## config.mk

```make
export PLATFORM = sky130hd
export DESIGN_NAME = pwm_generator
export DESIGN_NICKNAME = d
export VERILOG_FILES = /design/src/rtl/pwm_generator.sv
export SDC_FILE = /design/constraint.sdc
export NUM_CORES = 1
export LEC_CHECK = 0
export BUFFER_PORTS_ARGS = -buffer_cell sky130_fd_sc_hd__buf_2
export CAP_MARGIN = 25
export CORE_ASPECT_RATIO = 0.6
export CORE_UTILIZATION = 54
export CTS_CLUSTER_DIAMETER = 100
export DETAILED_ROUTE_END_ITERATION = 6
export PLACE_DENSITY = 0.78
export SLEW_MARGIN = 30
export SYNTH_ARGS = -nofsm -noshare
export SYNTH_HDL_FRONTEND = slang
export SYNTH_SLANG_ARGS = --single-unit
export TNS_END_PERCENT = 30
```

## constraint.sdc

```tcl
create_clock -name clk -period 3.36 [get_ports clk]
set_clock_uncertainty 0.1 [all_clocks]
set_input_delay 0.336 -clock clk [delete_from_list [all_inputs] [get_ports clk]]
set_output_delay 0.336 -clock clk [all_outputs]
set_load 0.05 [all_outputs]
```

## src/rtl/pwm_generator.sv

```systemverilog
// PWM generator with prescaled tick, phase counter and a shadow duty register
// that only reloads at period boundaries, so pulses are never cut or stretched.
module pwm_generator #(
   parameter int N     = 3,
   parameter int PSC_W = 16
) (
   input  logic             clk,
   input  logic             rst,
   input  logic             en,
   input  logic [N-1:0]     level,
   input  logic [N-1:0]     top,
   input  logic [PSC_W-1:0] prescale,
   output logic             pwm_out,
   output logic             period_start,
   output logic [N-1:0]     duty_q
);

   // state   | meaning
   // ST_IDLE | disabled, counters and output held at 0, duty_q retained
   // ST_RUN  | generating periods of (prescale+1)*(top+1) clk cycles
   localparam logic [0:0] ST_IDLE = 1'b0;
   localparam logic [0:0] ST_RUN  = 1'b1;

   logic [0:0]       state, state_nxt;
   logic [PSC_W-1:0] psc_cnt, psc_nxt;
   logic [N-1:0]     phase, phase_nxt;
   logic [N-1:0]     duty_nxt;
   logic [N-1:0]     level_clamped;
   logic             tick;
   logic             ps_nxt;
   logic             pwm_nxt;

   assign level_clamped = (level > top) ? top : level;
   assign tick          = (psc_cnt == prescale);

   always_comb begin
      state_nxt = state;
      psc_nxt   = '0;
      phase_nxt = '0;
      duty_nxt  = duty_q;
      ps_nxt    = 1'b0;
      pwm_nxt   = 1'b0;
      case (state)
         ST_IDLE: begin
            if (en) begin
               state_nxt = ST_RUN;
               duty_nxt  = level_clamped;
               ps_nxt    = 1'b1;
               pwm_nxt   = (level_clamped != '0);
            end
         end
         ST_RUN: begin
            if (!en) begin
               state_nxt = ST_IDLE;
            end else begin
               if (tick) begin
                  if (phase == top) begin
                     duty_nxt = level_clamped;
                     ps_nxt   = 1'b1;
                  end else begin
                     phase_nxt = phase + 1'b1;
                  end
               end else begin
                  psc_nxt   = psc_cnt + 1'b1;
                  phase_nxt = phase;
               end
               // Compare against the values being registered so pwm_out
               // always agrees with phase/duty_q in the same cycle.
               pwm_nxt = (phase_nxt < duty_nxt);
            end
         end
         default: state_nxt = ST_IDLE;
      endcase
   end

   always_ff @(posedge clk or negedge rst) begin
      if (!rst) begin
         state        <= ST_IDLE;
         psc_cnt      <= '0;
         phase        <= '0;
         duty_q       <= '0;
         pwm_out      <= 1'b0;
         period_start <= 1'b0;
      end else begin
         state        <= state_nxt;
         psc_cnt      <= psc_nxt;
         phase        <= phase_nxt;
         duty_q       <= duty_nxt;
         pwm_out      <= pwm_nxt;
         period_start <= ps_nxt;
      end
   end

endmodule

```

After elaboration in Yosys (flattened, before gate mapping) --
Cells that the tools add are included.
Word-level totals: flip-flop bits (word level) 25, bits in latches 0, bits in writable memories 0, ROM bits 0, bits of input ports 25, output and inout bits 5, word-level logic and storage cells 42, memories kept 0
Cells by class: add/subtract/negate cells 2, multiply operators 0, divide/modulo/power cells 0, order comparisons 2, eq/ne operators 4, shift-type cells 0, muxes and demuxes 25, bitwise gates (word level) 1, reductions and logical operators 2
Operators with widths (number):
- 2-to-1 mux 16 bit | 3
- 2-to-1 mux 3 bit | 13
- adder 16 x 1 -> 16 bit, second input constant | 1
- equality test 16 bit | 1
- 2-to-1 mux 1 bit | 6
- case mux 3 bit (2 select lines) | 1
- != test 2 bit, second input constant | 2
- case mux 1 bit (2 select lines) | 2
- adder 3 x 1 -> 3 bit, second input constant | 1
- equality test 3 bit | 1
- > comparator 3 bit | 1
- < comparator 3 bit | 1
- nonzero test 3 bit | 1
- AND reduction 2 bit | 1
- inverter 1 bit | 1

Depth between registers and ports, before layout --
depth in word-level cells 9, gate-level depth with buffers 11, mapped depth without buffers 11

Worst setup path after synthesis --
Ideal clock, no wire load.
kind register to register, from reg psc_cnt[0], to reg pwm_out, setup time 0.131 ns, data arrival time 2.115 ns, required time 3.129 ns, path slack 1.014 ns, stages on the path, launching flop included 10, buffers on the path 0, period minus slack after synthesis 2.346 ns, path through dfrtp_1 > xnor2_1 > nand4_1 > nor4_4 > and2_4 > mux2i_1 > ha_1 > nand3_1 > a221oi_1 > nor3_1
On the way: longest elaborated chain between the ends 7, elaborated cells on any way between the ends 10, those cells by class order compare (1); eq/ne (1); mux (8)
Ends and longest elaborated chain:
- start, declared | line 25 | logic [PSC_W-1:0] psc_cnt, psc_nxt;
- start signal, assigned | line 86 | psc_cnt <= psc_nxt;
- equality test 16 bit (*) | line 34 | assign tick = (psc_cnt == prescale);
- 2-to-1 mux 3 bit | line 56 | if (tick) begin
- 2-to-1 mux 3 bit | line 53 | if (!en) begin
- 2-to-1 mux 3 bit | line 43 | case (state)
- < comparator 3 bit (*) | line 69 | pwm_nxt = (phase_nxt < duty_nxt);
- 2-to-1 mux 1 bit (*) | line 53
- case mux 1 bit (2 select lines) (*) | line 43
- net pwm_nxt | line 31 | logic pwm_nxt;
- end signal, assigned | line 89 | pwm_out <= pwm_nxt;
- end, declared | line 13 | output logic pwm_out,
The timed path passes the listed nets; every way through them passes the cells marked *. The select of a mux whose other input is x is not followed. A chain may end at the register's enable or synchronous reset.

Worst setup path in the final report --
Ends and elaborated chain as after synthesis.

==> impl_metrics.json <==
{
  "outcome": "completed",
  "place_inst": 216,
  "drv_slew": 0,
  "overflow": 0,
  "drt_iter0_markers": 45,
  "utilization_pct": 68.0,
  "reg2reg_slack_ps": 680,
  "fin_area_um2": 1770,
  "timing.fmax_ghz": 0.374,
  "worst_hold_path_type": "in2reg",
  "chipHeight_um": 43.4,
  "ff_latch_area_um2": 626,
  "stdcell_count": 221,
  "hold_viol": 0,
  "cts_setup_buffers": 0,
  "fillers": 196,
  "ff2ff_path_depth": 9,
  "pwr_density_cell_nw_per_um2": 358,
  "core_um2": 2610,
  "cp_max_fo": 8,
  "ys_warn_count": 0,
  "cp.arrival_ps": 2760,
  "pin_count": 30,
  "via_count": 1233,
  "synth_area_um2": 1540,
  "dp_slack_ps": 757,
  "drive_above_1_share_pct": 23.3,
  "clk_latency_ps": 270,
  "h-tree-depth": 1,
  "fin_hold_ws_ps": 146,
  "ys_seq_elements": 25,
  "grt_pass1_wl_um": 5540,
  "port-buffer-count": 29,
  "clock-sinks": 25,
  "finalNetCount": 222,
  "timing.final.crit_period_ps": 2680,
  "yosysSeqAreaShare_pct": 40.6,
  "dp_hpwl_um": 2650,
  "period_share_pct": 79.6,
  "critPathSlowestCell": "nor4_4",
  "power_uw": 635,
  "antenna_found_initial": 0,
  "r2r-start": "psc_cnt[0]$_DFF_PN0_",
  "ys_top_cells_by_area": "dfrtp_1, xnor2_1, ha_1",
  "worst_slack_ps": 684,
  "ys_types": 30,
  "ir_worst_vdd_mv": 0.287,
  "relSlewSlack_pct": 62.8,
  "critPathLaunch": "psc_cnt[0]$_DFF_PN0_",
  "avgRoutedWirePerCell_um": 15.2,
  "setup.worst_path.start_class": "flop",
  "yosys.area.top_type": "dfrtp_1",
  "path_class": "reg2reg",
  "multiInputGateArea_um2": 866,
  "globalplace.congestion": 0.794,
  "rsz0062_at_grt": "false",
  "p_leak_nw": 0.775,
  "synth_top_area_share_pct": 40.6,
  "rr_endpoint": "pwm_out$_DFF_PN0_",
  "start_util_pct": 59.1,
  "place_area_um2": 1720,
  "cts_tree": "built",
  "setup_tns_ps": 0,
  "die_w_um": 71.0,
  "firstDrtPassIters": 6,
  "diodes": 0,
  "dieArea_um2": 3080,
  "cts_buffer_depth": 2,
  "grt_max_degree": 26,
  "root_buffer": "clkbuf_8",
  "synthCells": 157,
  "drv_cap": 0,
  "clkTransAtPathRegs_ps": 80,
  "postSynthAreaPerCell_um2": 9.83,
  "setup.worst_path.end": "pwm_out$_DFF_PN0_",
  "routed_wl_um": 3360,
  "slowest_delay_ps": 500,
  "worstPathRequired_ps": 3440,
  "drcViolationCount": 0,
  "routed_via_density": 5.58,
  "setup_viol": 0,
  "cts_resized": 0,
  "syn-num-nets": 189,
  "cp-end-kind": "flop",
  "rows": 14,
  "area_delta_synth_final_pct": 15.0,
  "cp_cell_sequence": "xnor2_1 > nand4_1 > nor4_4 > and2_4 > mux2i_1 > ha_1 > a21oi_1 > o21ai_0 > nor3_1",
  "ant_nets": 0,
  "grt_use_total_pct": 24.0,
  "numCtsBuffers": 3,
  "grt_pass1_vias": 1192,
  "tightest_slew_ps": 557
}
layout make-up:
type,count,share of cell area [%]
inverters,11,2.33
clock inverters,1,0.282
multi-input cells,119,48.8
repair buffers,30,8.74
well taps,32,2.26
clock buffers,3,2.33
flip-flops and latches,25,35.3
power breakdown:
group	switching, mW	internal, mW	total (mW)	leakage (nW)
Combinational	0.0843	0.0533	0.138	0.413
Clock	0.0927	0.0829	0.176	0.0255
Sequential	0.00990	0.312	0.322	0.336
per-layer routing:
| layer | routed length, um | GRT usage (%) | vias up |
|---|---|---|---|
| met5 | 0 | 0 | - |
| met4 | 11 | 4.80 | 0 |
| met3 | 143 | 5.81 | 2 |
| met2 | 1490 | 38.8 | 33 |
| met1 | 1710 | 33.7 | 591 |
| li1 | - | - | 607 |
logic make-up after synthesis:
kind of cell    Yosys count  synth area share [%]
buf+inv                  13                  3.32
mux                      10                  7.79
xor+xnor                 29                  16.5
simple gates             56                  19.5
flops                    25                  40.6
fa+ha+maj                 7                  5.68
compound gates           17                  6.73
sequential cells by signal, indices dropped and copies added (netlist names):
signal        flops
psc_cnt          16
duty_q            3
phase             3
period_start      1
pwm_out           1
state             1
synth_stat cells (all sizes together):
cell type / n
nand2b: 1
nand3: 11
nand2: 7
nand4: 6
dfrtp: 25
o21ai: 9
a221oi: 1
buf: 1
inv: 11
nor3: 3
nor2b: 2
o2bb2ai: 1
ha: 7
and4: 1
mux2: 7
and2: 2
nor4: 2
xor2: 5
clkbuf: 1
nor2: 14
or2: 1
and3: 2
or3: 4
xnor2: 24
mux2i: 3
a21oi: 6
worst max-delay path: cells and delay by family, from the launching register on:
family / cells / cell delay [ps]
compound gates: 2 / 280
xor+xnor: 1 / 180
fa+ha+maj: 1 / 270
flops: 1 / 460
mux: 1 / 200
simple gates: 4 / 1100
placed cells by master (no fill, tap or decap):
master,count
o2bb2ai_1,1
mux2i_1,3
dlygate4sd3_1,1
nor2_1,14
and4_1,1
nor2b_1,2
and3_1,2
nand2_1,7
xnor2_1,24
nor4_1,1
or2_2,1
o21ai_0,8
ha_1,7
xor2_1,5
dfrtp_1,25
nor4_4,1
a21oi_1,6
o21ai_4,1
or3_1,4
nand2b_1,1
a221oi_1,1
nand4_1,6
buf_2,29
mux2_4,3
clkinv_2,1
and2_1,1
nand3_1,11
clkbuf_8,3
nor3_1,3
mux2_2,4
and2_4,1
inv_1,11
how the worst min path moves through the flow:
stage / from / endpoint / slack, ps / cells past startpoint
3_5_place_dp: rst / psc_cnt[15]$_DFF_PN0_ / 260 / 1
2_1_floorplan: rst / duty_q[0]$_DFFE_PN0P_ / -60 / 0
4_1_cts: en / state$_DFF_PN0_ / 130 / 1
6_report: en / state$_DFF_PN0_ / 150 / 1
5_1_grt: en / state$_DFF_PN0_ / 130 / 1
3_3_place_gp: rst / phase[1]$_DFF_PN0_ / 240 / 1
repair_timing:
action / 4_1_cts / 5_1_grt
setup endpoints to repair: 0 / 0
hold buffers: 1 / 0
endpoints found under the hold margin: 25 / 0
Power figures use the tool's default switching activity.
